### config.mk
export PLATFORM = sky130hd
export DESIGN_NAME = dmem_arbiter
export DESIGN_NICKNAME = d
export VERILOG_FILES = /design/src/rtl/dmem_arbiter_pkg.sv /design/src/rtl/dmem_arb_grant.sv /design/src/rtl/dmem_arbiter.sv
export SDC_FILE = /design/constraint.sdc
export NUM_CORES = 1
export LEC_CHECK = 0
export BUFFER_PORTS_ARGS = -buffer_cell sky130_fd_sc_hd__buf_4
export CORE_AREA = 4 4 101 103
export DETAILED_ROUTE_END_ITERATION = 10
export DIE_AREA = 0 0 105 107
export GPL_TIMING_DRIVEN = 0
export PLACE_DENSITY = 0.61
export SLEW_MARGIN = 20
export SYNTH_ARGS = -nofsm -noshare
export SYNTH_HDL_FRONTEND = slang
export SYNTH_SLANG_ARGS = --single-unit
### constraint.sdc
create_clock -name clk -period 2.9 [get_ports clk]
set_input_delay 0.58 -clock clk [delete_from_list [all_inputs] [get_ports clk]]
set_output_delay 0.58 -clock clk [all_outputs]
set_load 0.03 [all_outputs]
### src/rtl/dmem_arbiter_pkg.sv
// Shared definitions for the data-memory arbiter: port indices, the
// response pipeline record and default bus widths.
package dmem_arbiter_pkg;

    localparam int PORT_CPU   = 0;
    localparam int PORT_AXI   = 1;

    localparam int DEF_ADDR_W = 12;
    localparam int DEF_DATA_W = 32;

    // One in-flight response: which port issued it, whether read data must
    // be returned, and whether the access was rejected as misaligned.
    typedef struct packed {
        logic pending;
        logic port;
        logic is_read;
        logic err;
    } rsp_rec_t;

endpackage

### src/rtl/dmem_arb_grant.sv
// Combinational grant for the two requesters. Port 0 wins contention unless
// p1_prio is raised (round-robin pointer or starvation flag from the top).
// No grant is issued while en is low, so both readies drop during reset.
module dmem_arb_grant (
    input  logic en,
    input  logic p0_valid,
    input  logic p1_valid,
    input  logic p1_prio,
    output logic p0_grant,
    output logic p1_grant
);

    // At most one grant; port 1 only beats a waiting port 0 when prioritised.
    always_comb begin
        p1_grant = en & p1_valid & (~p0_valid | p1_prio);
        p0_grant = en & p0_valid & ~p1_grant;
    end

endmodule

### src/rtl/dmem_arbiter.sv
// Two-port arbiter/sequencer in front of the 1 KB synchronous-read data BRAM.
// Port 0 = CPU load/store unit, port 1 = AXI4-Lite bridge. One request is
// granted per cycle and answered exactly one cycle later on its own port.
// Build option: define DMEM_ARB_RR_EN for round-robin arbitration; otherwise
// port 0 has fixed priority and port 1 is protected by a starvation counter.
module dmem_arbiter
    import dmem_arbiter_pkg::*;
#(
    parameter int ADDR_W       = DEF_ADDR_W,
    parameter int DATA_W       = DEF_DATA_W,
    parameter int STARVE_LIMIT = 8
) (
    input  logic              clk,
    input  logic              rst,
    input  logic              p0_req_valid,
    output logic              p0_req_ready,
    input  logic              p0_req_we,
    input  logic [3:0]        p0_req_be,
    input  logic [ADDR_W-1:0] p0_req_addr,
    input  logic [DATA_W-1:0] p0_req_wdata,
    output logic              p0_rsp_valid,
    output logic [DATA_W-1:0] p0_rsp_rdata,
    output logic              p0_rsp_err,
    input  logic              p1_req_valid,
    output logic              p1_req_ready,
    input  logic              p1_req_we,
    input  logic [3:0]        p1_req_be,
    input  logic [ADDR_W-1:0] p1_req_addr,
    input  logic [DATA_W-1:0] p1_req_wdata,
    output logic              p1_rsp_valid,
    output logic [DATA_W-1:0] p1_rsp_rdata,
    output logic              p1_rsp_err,
    output logic              mem_write,
    output logic [3:0]        mem_byte_en,
    output logic [ADDR_W-1:0] mem_write_addr,
    output logic [ADDR_W-1:0] mem_read_addr,
    output logic [DATA_W-1:0] mem_write_data,
    input  logic [DATA_W-1:0] mem_read_data
);

    logic              gnt0, gnt1, accept, p1_prio;
    logic              sel_we, aligned, wr_go, rd_go;
    logic [3:0]        sel_be;
    logic [ADDR_W-1:0] sel_addr, rd_addr_q;
    logic [DATA_W-1:0] sel_wdata;
    rsp_rec_t          rsp_p1;

    dmem_arb_grant u_grant (
        .en       (rst),
        .p0_valid (p0_req_valid),
        .p1_valid (p1_req_valid),
        .p1_prio  (p1_prio),
        .p0_grant (gnt0),
        .p1_grant (gnt1)
    );

    assign p0_req_ready = gnt0;
    assign p1_req_ready = gnt1;

`ifdef DMEM_ARB_RR_EN
    logic rr_ptr;

    // Round-robin pointer: the port that just lost the grant is favoured next.
    always_ff @(posedge clk or negedge rst) begin
        if (!rst)      rr_ptr <= 1'b0;
        else if (gnt0) rr_ptr <= 1'b1;
        else if (gnt1) rr_ptr <= 1'b0;
    end

    assign p1_prio = rr_ptr;
`else
    localparam logic [7:0] LIMIT = 8'(STARVE_LIMIT);
    logic [7:0] starve_cnt;

    // Count consecutive cycles port 1 waits; reaching LIMIT forces one grant.
    always_ff @(posedge clk or negedge rst) begin
        if (!rst)                       starve_cnt <= 8'd0;
        else if (gnt1 || !p1_req_valid) starve_cnt <= 8'd0;
        else                            starve_cnt <= starve_cnt + 8'd1;
    end

    assign p1_prio = (starve_cnt >= LIMIT);
`endif

    // Steer the granted request's fields toward the memory.
    always_comb begin
        accept    = gnt0 | gnt1;
        sel_we    = gnt1 ? p1_req_we    : p0_req_we;
        sel_be    = gnt1 ? p1_req_be    : p0_req_be;
        sel_addr  = gnt1 ? p1_req_addr  : p0_req_addr;
        sel_wdata = gnt1 ? p1_req_wdata : p0_req_wdata;
        aligned   = (sel_addr[1:0] == 2'b00);
        wr_go     = accept & sel_we & aligned;
        rd_go     = accept & ~sel_we & aligned;
    end

    // Memory drive: write fields are zero unless an aligned write is granted;
    // the read address falls back to its last granted value.
    always_comb begin
        mem_write      = wr_go & (sel_be != 4'h0);
        mem_byte_en    = wr_go ? sel_be    : 4'h0;
        mem_write_addr = wr_go ? sel_addr  : '0;
        mem_write_data = wr_go ? sel_wdata : '0;
        mem_read_addr  = rd_go ? sel_addr  : rd_addr_q;
    end

    // Remember the last read address so the BRAM port stays stable when idle.
    always_ff @(posedge clk or negedge rst) begin
        if (!rst)       rd_addr_q <= '0;
        else if (rd_go) rd_addr_q <= sel_addr;
    end

    // ---- stage p1: response record for the request accepted this cycle ----
    always_ff @(posedge clk or negedge rst) begin
        if (!rst) rsp_p1 <= '0;
        else      rsp_p1 <= '{pending: accept, port: gnt1, is_read: ~sel_we, err: ~aligned};
    end

    // Pulse the response on the recorded port; read data only for good reads.
    always_comb begin
        p0_rsp_valid = rsp_p1.pending & (rsp_p1.port == 1'(PORT_CPU));
        p1_rsp_valid = rsp_p1.pending & (rsp_p1.port == 1'(PORT_AXI));
        p0_rsp_err   = p0_rsp_valid & rsp_p1.err;
        p1_rsp_err   = p1_rsp_valid & rsp_p1.err;
        p0_rsp_rdata = (p0_rsp_valid && rsp_p1.is_read && !rsp_p1.err) ? mem_read_data : '0;
        p1_rsp_rdata = (p1_rsp_valid && rsp_p1.is_read && !rsp_p1.err) ? mem_read_data : '0;
    end

endmodule
==> metrics.log <==
INFO  metric run_status = finished with violations
INFO  metric violated_checks = setup timing
INFO  metric post-synth-top-area-fraction = 25.0%
INFO  metric place.detailed.hpwl = 10100 um
INFO  metric critical_path.max_fanout = 10
INFO  metric unrepaired_setup_endpoints_after_global_routing = true
INFO  metric crit_path_start_kind = flip-flop
INFO  metric seq_area = 601 um2
INFO  metric synth-warning-count = 0
INFO  metric pre_cts_slack = -597 ps
INFO  metric die_width = 105 um
INFO  metric clk_root_buf = sky130_fd_sc_hd__clkbuf_8
INFO  metric post_synth_instance_area = 0.00240 mm2
INFO  metric maximum_number_of_pins_on_one_net_before_global_route_repair = 30
INFO  metric timing.reg2reg.setup_slack = 730 ps
INFO  metric gr-usage-met3 = 6.14%
INFO  metric initial_antenna_violation_count = 0
INFO  metric tightestPinTransition = 572 ps
INFO  metric vias_per_cell = 4.88
INFO  metric cts_tree = built
INFO  metric netlist-cell-type-count = 36
INFO  metric synth_area_per_cell = 7.08 um2
INFO  metric synth_most_common_cell = sky130_fd_sc_hd__nand3_1
INFO  metric ctsHtreeMaxLevel = 1
INFO  metric maxSlewViolCount = 0
INFO  metric critical_path_class = reg -> out
INFO  metric finClkSkew = 2.66 ps
INFO  metric grt.busiest_layer = met2
INFO  metric synth_xor_xnor_area_share = 2.19%
INFO  metric final_net_count = 764
INFO  metric postSynthRegisterBits = 24
INFO  metric grt_use_total = 20.3%
INFO  metric clockBufferDepth = 2
INFO  metric endpoint_kind_of_the_worst_setup_timing_path = output pin
INFO  metric core-area = 0.00920 mm2
INFO  metric stdcell_area = 0.00521 mm2
INFO  metric multi_input_area = 0.00169 mm2
INFO  metric min_period_over_period = 102%
INFO  metric drtAntennaViolNets = 0
INFO  metric die-height = 107 um
INFO  metric max_cap_violations = 0
INFO  metric start_util = 26.1%
INFO  metric drive_above_1_share = 54.2%
INFO  metric syn-instance-count = 339
INFO  metric post_synth_mux_area_share = 0.417%
INFO  metric synth-adder-area-share = 1.04%
INFO  metric power.density = 262 mW/mm2
INFO  metric top_level_ports = 265
INFO  metric dr.first_iter.drc_count = 159
INFO  metric n_antenna_cell = 0
INFO  metric global_route_wire_length_before_repair = 18600 um
INFO  metric fraction_of_the_mapped_netlist_area_in_simple_logic_gates = 54.8%
INFO  metric ir_drop = 275 uV
INFO  metric die-area = 0.0112 mm2
INFO  metric gp_congestion = 0.874
INFO  metric gr-usage-met1 = 21.9%
INFO  metric placed_area = 0.00451 mm2
INFO  metric cts.reportedPaths.clkPinSlew = 90 ps
INFO  metric grt.met2_usage = 39.8%
INFO  metric synth_top_cell_by_area = sky130_fd_sc_hd__dfrtp_1
INFO  metric number_of_enable_type_register_cells_in_the_synthesized_netlist = 0
INFO  metric totalWireLength = 12800 um
INFO  metric arrival_time_of_data_at_the_critical_path_endpoint = 2370 ps
INFO  metric ys_async_sr_fraction = 100%
INFO  metric post-route-min-period = 2950 ps
INFO  metric area_growth = 117%
INFO  metric worst_slack = -53.4 ps
INFO  metric cts-buffers-inserted = 3
INFO  metric route.detailed.wl_per_inst = 17.3 um
INFO  metric synth.area.top_cells = sky130_fd_sc_hd__dfrtp_1, sky130_fd_sc_hd__nand3_1, sky130_fd_sc_hd__and2_1, sky130_fd_sc_hd__nand2_1, sky130_fd_sc_hd__o221a_1
INFO  metric yosys_most_used_dff = sky130_fd_sc_hd__dfrtp_1
INFO  metric cts.sinks = 24
INFO  metric clkLatencyLatePin = 270 ps
INFO  metric yosysSeqAreaShare = 25.0%
INFO  metric num-fill-cells = 901
INFO  metric remaining_drc_errors = 0
INFO  metric hold_path_class = in -> async
INFO  metric required = 2320 ps
INFO  metric total_gr_overflow = 0
INFO  metric max_clock_freq = 339 MHz
INFO  metric synth_top_family_by_area = simple AND/OR/NAND/NOR gates
INFO  metric dr_pass1_iterations = 4
INFO  metric layoutNonFillerInstCount = 738
INFO  metric area_fraction_in_compound_gates_after_synthesis = 7.98%
INFO  metric static-leakage-power = 2.77 nW
INFO  metric port_buffers = 262
INFO  metric timing.max_slew.rel_slack = 61.9%
INFO  metric synth_commonest_cells = sky130_fd_sc_hd__nand3_1, sky130_fd_sc_hd__and2_1, sky130_fd_sc_hd__nand2_1, sky130_fd_sc_hd__dfrtp_1, sky130_fd_sc_hd__clkbuf_1
INFO  metric vias = 3601
INFO  metric grt_pass1_vias = 3520
INFO  metric finalHoldViolCount = 0
INFO  metric cts_hold_buffers = 0
INFO  metric std_cell_rows = 35
INFO  metric dp_cells = 713
INFO  metric setup_viol = 10
-- power by group --
part / switching (mW) / internal [mW]
logic: 0.325 / 0.337
clock network: 0.114 / 0.185
registers: 0.0198 / 0.384
total: 0.459 / 0.905
-- logic make-up after synthesis --
group | Yosys count
and+or+nand+nor | 248
buffers and inverters | 39
DFF | 24
AOI/OAI and AO/OA | 18
xor gates and xnor gates | 6
adders and majority gates | 2
other | 1
muxes | 1
-- what timing repair did --
item                       4_1_cts  5_1_grt
pin swaps                       15       11
hold endpoints to repair         0        0
setup endpoints to repair       60       61
setup buffers                   11        4
gates resized for setup         88       33
cloned                           3        3
-- sequential cells by signal, indices dropped and copies added (netlist names) --
register,cells
rd_addr_q,12
rsp_p1,4
starve_cnt,8
-- placed cells by master (no fill, tap or decap), drive strengths merged, types with 2 or more instances in the layout --
cell,synthesis,layout
nor2,11,11
o221a,10,10
dfrtp,24,24
o21ai,2,2
buf,17,297
xor2,5,5
nor3,2,2
conb,1,2
and3,4,4
inv,7,7
or3,11,11
and3b,2,2
nand2,46,46
and2,68,68
nand3,98,98
clkbuf,15,21
ha,2,2
-- metrics by stage --
stage / util (%) / setup TNS, ps / power, mW / hold WS (ps)
final: 56.7 / -444 / 1.36 / 133
after floorplan: - / 0 / 0.672 / 284
after global placement: 49.0 / -18450 / 0.967 / 479
after global routing: 56.7 / -3530 / 1.43 / 140
after CTS: 54.3 / -2710 / 1.35 / 161
after detailed placement: 49.0 / -21740 / 0.972 / 483
-- worst max-delay path, stage by stage (launching register included) --
cell	delay, ps
sky130_fd_sc_hd__dfrtp_1	390
sky130_fd_sc_hd__or4b_4	570
sky130_fd_sc_hd__o31a_1	300
sky130_fd_sc_hd__or2_1	260
sky130_fd_sc_hd__buf_6	150
sky130_fd_sc_hd__o221a_1	270
sky130_fd_sc_hd__buf_6	150
-- layout make-up --
cell class,instances,area share (%)
buffer,32,4.90
clock buffer,3,0.792
clock inverter,1,0.576
inverter,7,0.744
multi-input combinational,277,32.4
sequential,24,11.5
tap,111,2.66
timing repair buffer,283,46.4
-- worst paths after layout --
path / startpoint / end / cells after the start
max reg2reg: starve_cnt[5] / rd_addr_q[2] / 6
max: starve_cnt[5] / mem_read_addr[3] / 6
max in group asynchronous: rst / starve_cnt[0] / 1
min: rst / rd_addr_q[7] / 1
min reg2reg: rd_addr_q[0] / rd_addr_q[0] / 2
min in group clk: rd_addr_q[0] / rd_addr_q[0] / 2
-- metal layers --
metal,vias to the layer above,wire (um),part of all wire [%]
met5,-,0,0
met4,0,132,1.0
met3,10,1120,8.8
met2,186,6880,54
met1,1673,4640,36
li1,1732,-,-
Power figures use the tool's default switching activity.
